--- config.mk ---
export PLATFORM = sky130hd
export DESIGN_NAME = binary_to_bcd_seq_flat
export DESIGN_NICKNAME = d
export VERILOG_FILES = /design/src/rtl/binary_to_bcd_seq_if.sv /design/src/rtl/binary_to_bcd_seq.sv /design/src/flat_wrapper.sv
export SDC_FILE = /design/constraint.sdc
export NUM_CORES = 1
export LEC_CHECK = 0
export BUFFER_PORTS_ARGS = -buffer_cell sky130_fd_sc_hd__buf_2
export CAP_MARGIN = 20
export CORE_AREA = 4 4 67 93
export CTS_BUF_LIST = sky130_fd_sc_hd__clkbuf_4
export CTS_CLUSTER_DIAMETER = 200
export DETAILED_ROUTE_END_ITERATION = 10
export DIE_AREA = 0 0 71 97
export PLACE_DENSITY = 0.7
export SYNTH_ARGS = -nofsm -noshare
export SYNTH_HDL_FRONTEND = slang
export SYNTH_SLANG_ARGS = --single-unit
--- constraint.sdc ---
create_clock -name clk -period 3.8 [get_ports clk]
set_clock_uncertainty 0.2 [all_clocks]
set_input_delay 0.38 -clock clk [delete_from_list [all_inputs] [get_ports clk]]
set_output_delay 0.38 -clock clk [all_outputs]
set_load 0.03 [all_outputs]
--- src/rtl/binary_to_bcd_seq_if.sv ---
// Conversion request/result bundle for binary_to_bcd_seq.
// The master drives the operand and start; the slave returns the BCD result and status.
interface binary_to_bcd_seq_if;
    logic [15:0] Bin;
    logic        start;
    logic [15:0] BCD;
    logic        done;
    logic        co;
    logic        so;

    modport master (
        output Bin,
        output start,
        input  BCD,
        input  done,
        input  co,
        input  so
    );

    modport slave (
        input  Bin,
        input  start,
        output BCD,
        output done,
        output co,
        output so
    );
endinterface

--- src/rtl/binary_to_bcd_seq.sv ---
// Sequential 16-bit binary to 4-digit BCD converter (shift-and-add-3).
// The controller FSM sequences load/shift; the dataPath holds the shift registers and flags.

module controller (
    input  logic clk,
    input  logic rst,
    input  logic start,
    input  logic cnt_last,
    output logic loadBin,
    output logic shiftCount,
    output logic done
);
    typedef enum logic [1:0] {
        IDLE  = 2'd0,
        LOAD  = 2'd1,
        SHIFT = 2'd2,
        DONE  = 2'd3
    } state_t;

    state_t state, state_nx;

    always_ff @(posedge clk or posedge rst) begin
        if (rst) begin
            state <= IDLE;
        end else begin
            state <= state_nx;
        end
    end

    always_comb begin
        state_nx   = state;
        loadBin    = 1'b0;
        shiftCount = 1'b0;
        done       = 1'b0;
        unique case (state)
            IDLE: begin
                if (start) begin
                    state_nx = LOAD;
                end
            end
            LOAD: begin
                loadBin = 1'b1;
                if (!start) begin
                    state_nx = SHIFT;
                end
            end
            SHIFT: begin
                shiftCount = 1'b1;
                // cnt_last marks the 16th shift happening on this edge
                if (cnt_last) begin
                    state_nx = DONE;
                end
            end
            DONE: begin
                done     = 1'b1;
                state_nx = IDLE;
            end
            default: begin
                state_nx = IDLE;
            end
        endcase
    end
endmodule

module dataPath (
    input  logic        clk,
    input  logic        rst,
    input  logic [15:0] Bin,
    input  logic        loadBin,
    input  logic        shiftCount,
    output logic [15:0] BCD,
    output logic        co,
    output logic        so,
    output logic        cnt_last
);
    logic [15:0] binreg;
    logic [15:0] bcd_reg;
    logic [15:0] bcd_corr;
    logic [3:0]  cnt;
    logic        co_reg;
    logic        so_reg;

    // Per-digit add-3; digits are independent, so no carry crosses a nibble
    always_comb begin
        bcd_corr = bcd_reg;
        for (int unsigned i = 0; i < 4; i++) begin
            if (bcd_reg[4*i +: 4] >= 4'd5) begin
                bcd_corr[4*i +: 4] = bcd_reg[4*i +: 4] + 4'd3;
            end
        end
    end

    always_ff @(posedge clk or posedge rst) begin
        if (rst) begin
            binreg  <= '0;
            bcd_reg <= '0;
            cnt     <= '0;
            co_reg  <= 1'b0;
            so_reg  <= 1'b0;
        end else if (loadBin) begin
            binreg  <= Bin;
            bcd_reg <= '0;
            cnt     <= '0;
            co_reg  <= 1'b0;
            so_reg  <= 1'b0;
        end else if (shiftCount) begin
            {bcd_reg, binreg} <= {bcd_corr[14:0], binreg, 1'b0};
            so_reg            <= bcd_corr[15];
            co_reg            <= co_reg | bcd_corr[15];
            cnt               <= cnt + 4'd1;
        end
    end

    assign cnt_last = (cnt == 4'd15);
    assign BCD      = bcd_reg;
    assign co       = co_reg;
    assign so       = so_reg;
endmodule

module binary_to_bcd_seq (
    input  logic                 clk,
    input  logic                 rst,
    binary_to_bcd_seq_if.slave   bus
);
    logic loadBin;
    logic shiftCount;
    logic cnt_last;

    controller u_ctrl (
        .clk        (clk),
        .rst        (rst),
        .start      (bus.start),
        .cnt_last   (cnt_last),
        .loadBin    (loadBin),
        .shiftCount (shiftCount),
        .done       (bus.done)
    );

    dataPath u_dp (
        .clk        (clk),
        .rst        (rst),
        .Bin        (bus.Bin),
        .loadBin    (loadBin),
        .shiftCount (shiftCount),
        .BCD        (bus.BCD),
        .co         (bus.co),
        .so         (bus.so),
        .cnt_last   (cnt_last)
    );
endmodule

--- src/flat_wrapper.sv ---
// flat-port wrapper written by rule: the top's interface ports become plain ports
module binary_to_bcd_seq_flat 
  (clk, rst, bus_Bin, bus_start, bus_BCD, bus_done, bus_co, bus_so);
  binary_to_bcd_seq_if bus_i ();
  input  logic clk;
  input  logic rst;
  input wire logic [$bits(bus_i.Bin)-1:0] bus_Bin;
  input wire logic [$bits(bus_i.start)-1:0] bus_start;
  output wire logic [$bits(bus_i.BCD)-1:0] bus_BCD;
  output wire logic [$bits(bus_i.done)-1:0] bus_done;
  output wire logic [$bits(bus_i.co)-1:0] bus_co;
  output wire logic [$bits(bus_i.so)-1:0] bus_so;
  assign bus_i.Bin = bus_Bin;
  assign bus_i.start = bus_start;
  assign bus_BCD = bus_i.BCD;
  assign bus_done = bus_i.done;
  assign bus_co = bus_i.co;
  assign bus_so = bus_i.so;
  binary_to_bcd_seq u_core (.clk(clk), .rst(rst), .bus(bus_i));
endmodule
==> summary.txt, run 1 <==
Floorplanning
  • Die Footprint: 6890 um^2
  • # rows: 32
  • Die extent in y: 97 um
  • I/O pin total: 38
  • Initial Util: 38.6%
  • Core area: 5450 um^2
  • Width of the die: 71 um

Worst hold path
  • Hold Path Cell Cnt: 3
  • HP Class: input pin to register

Yosys
  • Yosys warnings: 0
  • Cell Area, Synth: 2100 um^2
  • Sequential-to-total area share from yosys stat: 47.6%
  • Synth Register Bits: 40
  • Synth unique cells: 31
  • Post-Syn Instances: 195
  • Syn_area_per_cell: 10.8 um^2
  • Post-Syn Nets: 228

Clocking
  • Clk slew on worst S/H paths: 130 ps
  • CTS tree: built
  • Worst-Skew Late Latency: 360 ps
  • Num CTS Buffers: 5
  • H-tree depth: 2
  • Root Buffer: clkbuf_4
  • Postcts setup bufs: 0
  • Clock sink total: 40
  • Longest Clk Path Bufs: 2

GRT
  • Global-route wire length before repair: 7520 um
  • Vias in the first global route: 1,675
  • Initial antenna violation count: 0
  • GR Overflow Total: 0
  • GRT Util Overall: 13.4%
  • Pin count of the biggest net entering global routing: 41

Drt
  • DR iter-0 viols: 65
  • Via density: 5.19
  • Antenna viol nets, final: 0
  • DR pass1 iterations: 4
  • Residual DRC count: 0
  • Drt total wl: 4250 um
  • DR vias: 1,572
  • Routed length per instance: 14.0 um

Finish
  • Seq. cell area: 1000 um^2
  • Fraction of layout instances using a drive strength above 1: 25.1%
  • # nets final: 267
  • Area Growth Syn to Fin: 15.6%
  • Number of fill cells: 558
  • Antenna Cells: 0
  • Commonest non-fill, non-tap cell in the layout: dfrtp_1
  • Most frequent cells in the layout: dfrtp_1 (40), buf_2 (37), a21oi_1 (23), mux2i_1 (16), nor2_1 (15)
  • Combined area of the multi-input logic cells: 996 um^2
  • Post-route cell area: 2430 um^2

Timing
  • Fmax: 411 MHz
  • # setup viols final: 0
  • Hold Fails Final Rpt: 0
  • RSZ-0062 raised after global routing: no
  • Min Tclk post-route: 2430 ps
  • Setup TNS: 0 ps
  • Slew margin rel.: 46.5%
  • Worst Max-Slew Pin Slew: 803 ps
  • Crit share post-route: 64.0%
  • Max-slew violations: 0

Setup path
  • Worst R2R Path Depth: 6
  • CP Cell Sequence: inv_1 -> ha_1 -> inv_2 -> nor2_2 -> nand2_1 -> o21ai_1
  • Critical path class: register to register
  • Critical Path Fanout Max: 19
  • Worst path slowest cell: ha_1
  • Startpoint types: register
  • CP peak stage delay: 790 ps
  • Critical Path AT: 2530 ps
  • CP required: 3900 ps
  • Kind of end point of the critical path: register

Power and ir drop
  • Peak supply drop: 0.416 mV
  • Leak: 1.12 nW
  • P per Cell Area: 877 nW/um^2

Placement
  • HPWL after DPL: 3020 um
  • Routability Congestion: 0.761
  • Post-DP Area: 2340 um^2
  • Port bufs: 37

Outcome
  • Status: complete, no violations

Run
  • Max cap viols: 0
## Yosys cell counts, drive strengths merged
cell	instances	area share [%]
a21oi	27	7.1
a22o	5	2.1
a32o	4	1.9
buf	7	2.2
clkbuf	2	0.36
dfrtp	40	48
ha	14	8.3
inv	14	2.5
mux2	1	0.54
mux2i	16	7.6
nand2	5	0.89
nand2b	9	3.0
nand3	2	0.48
nor2	16	3.0
nor3	1	0.24
nor3b	1	0.36
o21ai	8	1.9
o22ai	5	1.5
o2bb2ai	3	1.2
o31ai	4	1.4
o32a	1	0.48
o32ai	3	2.3
xnor2	4	1.7
xor2	3	1.2
## report_power, final
part / switching, mW / internal [mW] / leakage [nW]
clock network: 0.148 / 0.137 / 0.0412
logic: 0.722 / 0.424 / 0.587
registers: 0.118 / 0.585 / 0.493
## through the flow
stage                     std cells  power [mW]  setup WS, ps  hold slack (ps)  utilization, %
after floorplan                 195        1.63          2030              254               -
after global placement          294        1.82          1520              277            43.0
after detailed placement        294        1.86          1450              279            43.0
after CTS                       303        2.15          1410             70.7            44.7
after global routing            303        2.32          1210             94.9            44.7
final                           303        2.13          1370             81.8            44.7
## kinds of logic after synthesis
| kind of cell | Yosys count | synth area share [%] |
|---|---|---|
| AOI/OAI and AO/OA | 60 | 20.0 |
| DFF | 40 | 47.6 |
| and+or+nand+nor | 34 | 7.97 |
| buffers and inverters | 23 | 5.06 |
| muxes | 17 | 8.15 |
| adders and majority gates | 14 | 8.33 |
| xor gates and xnor gates | 7 | 2.91 |
## timing repair
item,in CTS,in global routing
hold buffers,1,0
resized for setup,0,0
hold endpoints to repair,40,0
## worst max-delay path, delay by kind of cell (launching register included)
kind                     cells  cell delay [ps]
adder cells (fa/ha/maj)      1              790
AO/OA/AOI/OAI                1              130
flip-flops                   1              430
buffers and inverters        2              370
AND/OR/NAND/NOR              2              450
## final timing paths
check / start / end / slack, ps
min in group asynchronous: rst / u_core.u_dp.binreg[12] / 460
worst min-delay path: bus_Bin[0] / u_core.u_dp.binreg[0] / 80
max in group asynchronous: rst / u_core.u_dp.co / 2570
worst max-delay path: u_core.u_ctrl.state[0] / u_core.u_dp.cnt[2] / 1370
worst min register to register: u_core.u_dp.binreg[0] / u_core.u_dp.binreg[0] / 310
worst max register to register: u_core.u_ctrl.state[0] / u_core.u_dp.cnt[2] / 1370
## per-layer routing
metal | global-route usage, % | wire length (um) | vias to the layer above
met3 | 3.12 | 167 | 8
met1 | 16.2 | 1830 | 763
met5 | 0 | 0 | -
met4 | 6.22 | 97 | 0
met2 | 22.3 | 2150 | 31
li1 | - | - | 770
## layout make-up
cell class | count | share of cell area (%)
flip-flops and latches | 40 | 41.2
clock buffers | 5 | 1.54
multi-input cells | 132 | 40.9
well taps | 68 | 3.50
clock inverters | 3 | 1.75
inverters | 14 | 2.16
repair buffers | 41 | 8.95
Power figures use the tool's default switching activity.
==> inputs of run 2 (changes only) <==
Clock period 3.8 ns to 2.25 ns, I/O delays scaled along.
==> summary.txt, run 2 (same netlist as run 1, synthesis figures left out) <==
Finish
  • Fraction of layout instances using a drive strength above 1: 24.3% (-0.80 points)
  • Most frequent cells in the layout: dfrtp_1 (40), buf_2 (37), a21oi_1 (23), mux2i_1 (16)
  • Post-Layout Cell Count: 319 (+5.3%)
  • Number of fill cells: 550 (-1.4%)
  • Post-route cell area: 2560 um^2 (+5.5%)
  • # nets final: 284 (+6.4%)
  • Commonest non-fill, non-tap cell in the layout: dfrtp_1
  • Area Growth Syn to Fin: 22.0%
  • Antenna Cells: 0 (unchanged)

Floorplanning
  • Initial Util: 38.6% (unchanged)
  • Width of the die: 71 um (unchanged)
  • Die extent in y: 97 um (unchanged)
  • I/O pin total: 38 (unchanged)
  • Die Footprint: 6890 um^2 (unchanged)
  • # rows: 32 (unchanged)
  • Core area: 5450 um^2 (unchanged)

Power and ir drop
  • Leak: 1.18 nW (+5.3%)
  • Clock power share: 9.9% (-3.4 points)
  • Psw: 1.64 mW (+66%)
  • Switching Share: 46.6% (+0.33 points)
  • Sequential group share of total power: 33.5% (+0.6 points)
  • Peak supply drop: 1.03 mV (+150%)
  • Comb power frac: 56.6% (+2.9 points)
  • Cell-internal power: 1.88 mW (+64%)
  • P per Cell Area: 1370 nW/um^2 (+57%)

Timing
  • Slew margin rel.: 65.5% (+19 points)
  • Tightest hold margin: 15.8 ps (-66.0 ps)
  • Setup TNS: 0 ps (unchanged)
  • Hold Fails Final Rpt: 0 (unchanged)
  • Min Tclk post-route: 1810 ps (-621 ps)
  • Crit share post-route: 80.5% (+16 points)
  • Fmax: 552 MHz (+34%)
  • # setup viols final: 0 (unchanged)
  • RSZ-0062 raised after global routing: no
  • Worst Max-Slew Pin Slew: 518 ps (-285 ps)
  • Max-slew violations: 0 (unchanged)

Setup path
  • Critical Path Fanout Max: 13 (-6)
  • Worst path slowest cell: dfrtp_1
  • Critical Path AT: 1860 ps (-670 ps)
  • CP peak stage delay: 420 ps (-370 ps)
  • Startpoint types: register
  • Worst R2R Setup Slack: 440 ps (-930 ps)
  • Worst R2R Path Depth: 6 (unchanged)
  • CP Cell Sequence: inv_1 -> ha_1 -> buf_4 -> nand2b_4 -> a21oi_1 -> a22o_1
  • Critical path class: register to register
  • CP required: 2300 ps (-1600 ps)
  • Kind of end point of the critical path: register
  • FF-to-FF End: u_core.u_dp.BCD[6]
  • Critical R2R Launch: u_core.u_ctrl.state[0]

Drt
  • DR vias: 1,625 (+3.4%)
  • Drt total wl: 4200 um (-1.1%)
  • Residual DRC count: 0 (unchanged)
  • Antenna viol nets, final: 0 (unchanged)
  • Routed length per instance: 13.2 um (-6.0%)
  • Via density: 5.09 (-1.8%)
  • DR pass1 iterations: 4 (unchanged)
  • DR iter-0 viols: 95 (+46%)

Worst hold path
  • Hold EP: u_core.u_dp.binreg[1]
  • HP Class: input pin to register
  • Worst hold path startpoint: bus_Bin[1]
  • Hold Path Cell Cnt: 3 (unchanged)

GRT
  • Pin count of the biggest net entering global routing: 41 (unchanged)
  • Vias in the first global route: 1,651 (-1.4%)
  • Initial antenna violation count: 0 (unchanged)
  • GRT Util Overall: 13.2% (-0.20 points)
  • GR Overflow Total: 0 (unchanged)
  • Global-route wire length before repair: 7500 um (-0.28%)

Clocking
  • Worst-Skew Late Latency: 340 ps (-20 ps)
  • CTS tree: built
  • H-tree depth: 2 (unchanged)
  • Postcts setup bufs: 0 (unchanged)
  • Clk slew on worst S/H paths: 120 ps (about the same)
  • Longest Clk Path Bufs: 2 (unchanged)
  • Num CTS Buffers: 5 (unchanged)
  • Root Buffer: clkbuf_4
  • Clock sink total: 40 (unchanged)

Outcome
  • Status: complete, no violations

Placement
  • HPWL after DPL: 3010 um (-0.32%)
  • Placed cell count: 297 (+1.0%)
  • Routability Congestion: 0.768 (+0.93%)
  • Post-DP Area: 2360 um^2 (+0.96%)
  • Port bufs: 37 (unchanged)

Run
  • Max cap viols: 0 (unchanged)
run 2: area by class of cell:
class | count | area [um^2] | area share (%)
timing repair buffer | 58 | 380 | 14.8
clock inverter | 2 | 12.5 | 0.488
multi-input combinational | 132 | 996 | 38.8
sequential | 40 | 1000 | 39.0
inverter | 14 | 52.6 | 2.05
clock buffer | 5 | 37.5 | 1.46
tap | 68 | 85.1 | 3.32
run 2: per-stage QoR:
stage          total power, mW  worst slack (ps)  utilization, %
2_1_floorplan             2.76               480               -
3_3_place_gp              3.13               525            43.4
3_5_place_dp              3.19               456            43.4
4_1_cts                   3.56               439            47.1
5_1_grt                   3.84               356            47.1
6_report                  3.52               438            47.1
run 2: how the worst max path moves through the flow:
stage,startpoint,slack (ps),depth (start not counted),endpoint
floorplan,u_core.u_dp.BCD[13],480,6,u_core.u_dp.BCD[14]
global placement,u_core.u_ctrl.state[0],520,6,u_core.u_dp.BCD[6]
detailed placement,u_core.u_ctrl.state[0],460,6,u_core.u_dp.BCD[6]
CTS,u_core.u_ctrl.state[0],440,6,u_core.u_dp.BCD[6]
global route,u_core.u_ctrl.state[0],360,6,u_core.u_dp.BCD[2]
finish,u_core.u_ctrl.state[0],440,6,u_core.u_dp.BCD[6]
run 2: what timing repair did:
item	4_1_cts	5_1_grt
hold endpoints to repair	54	0
resized for setup	0	0
hold buffers	15	0
run 2: critical path: cells and delay by family, from the launching register on:
| kind | cells | cell delay (ps) |
|---|---|---|
| compound gates | 2 | 270 |
| fa+ha+maj | 1 | 360 |
| buf+inv | 2 | 300 |
| flops | 1 | 420 |
| simple gates | 1 | 170 |
run 2: power groups by stage:
stage / clock (mW) / sequential (mW) / combinational [mW]
after global placement: 0 / 1.19 / 1.94
after detailed placement: 0 / 1.20 / 1.99
after floorplan: 0 / 1.28 / 1.48
final: 0.347 / 1.18 / 2.00
after global routing: 0.393 / 1.22 / 2.23
after CTS: 0.363 / 1.18 / 2.02
run 2: layer usage:
layer / share of wire [%] / GRT usage [%]
met1: 46 / 17.4
met2: 49 / 21.4
met3: 3.2 / 3.22
met4: 1.3 / 3.91
met5: 0 / 0
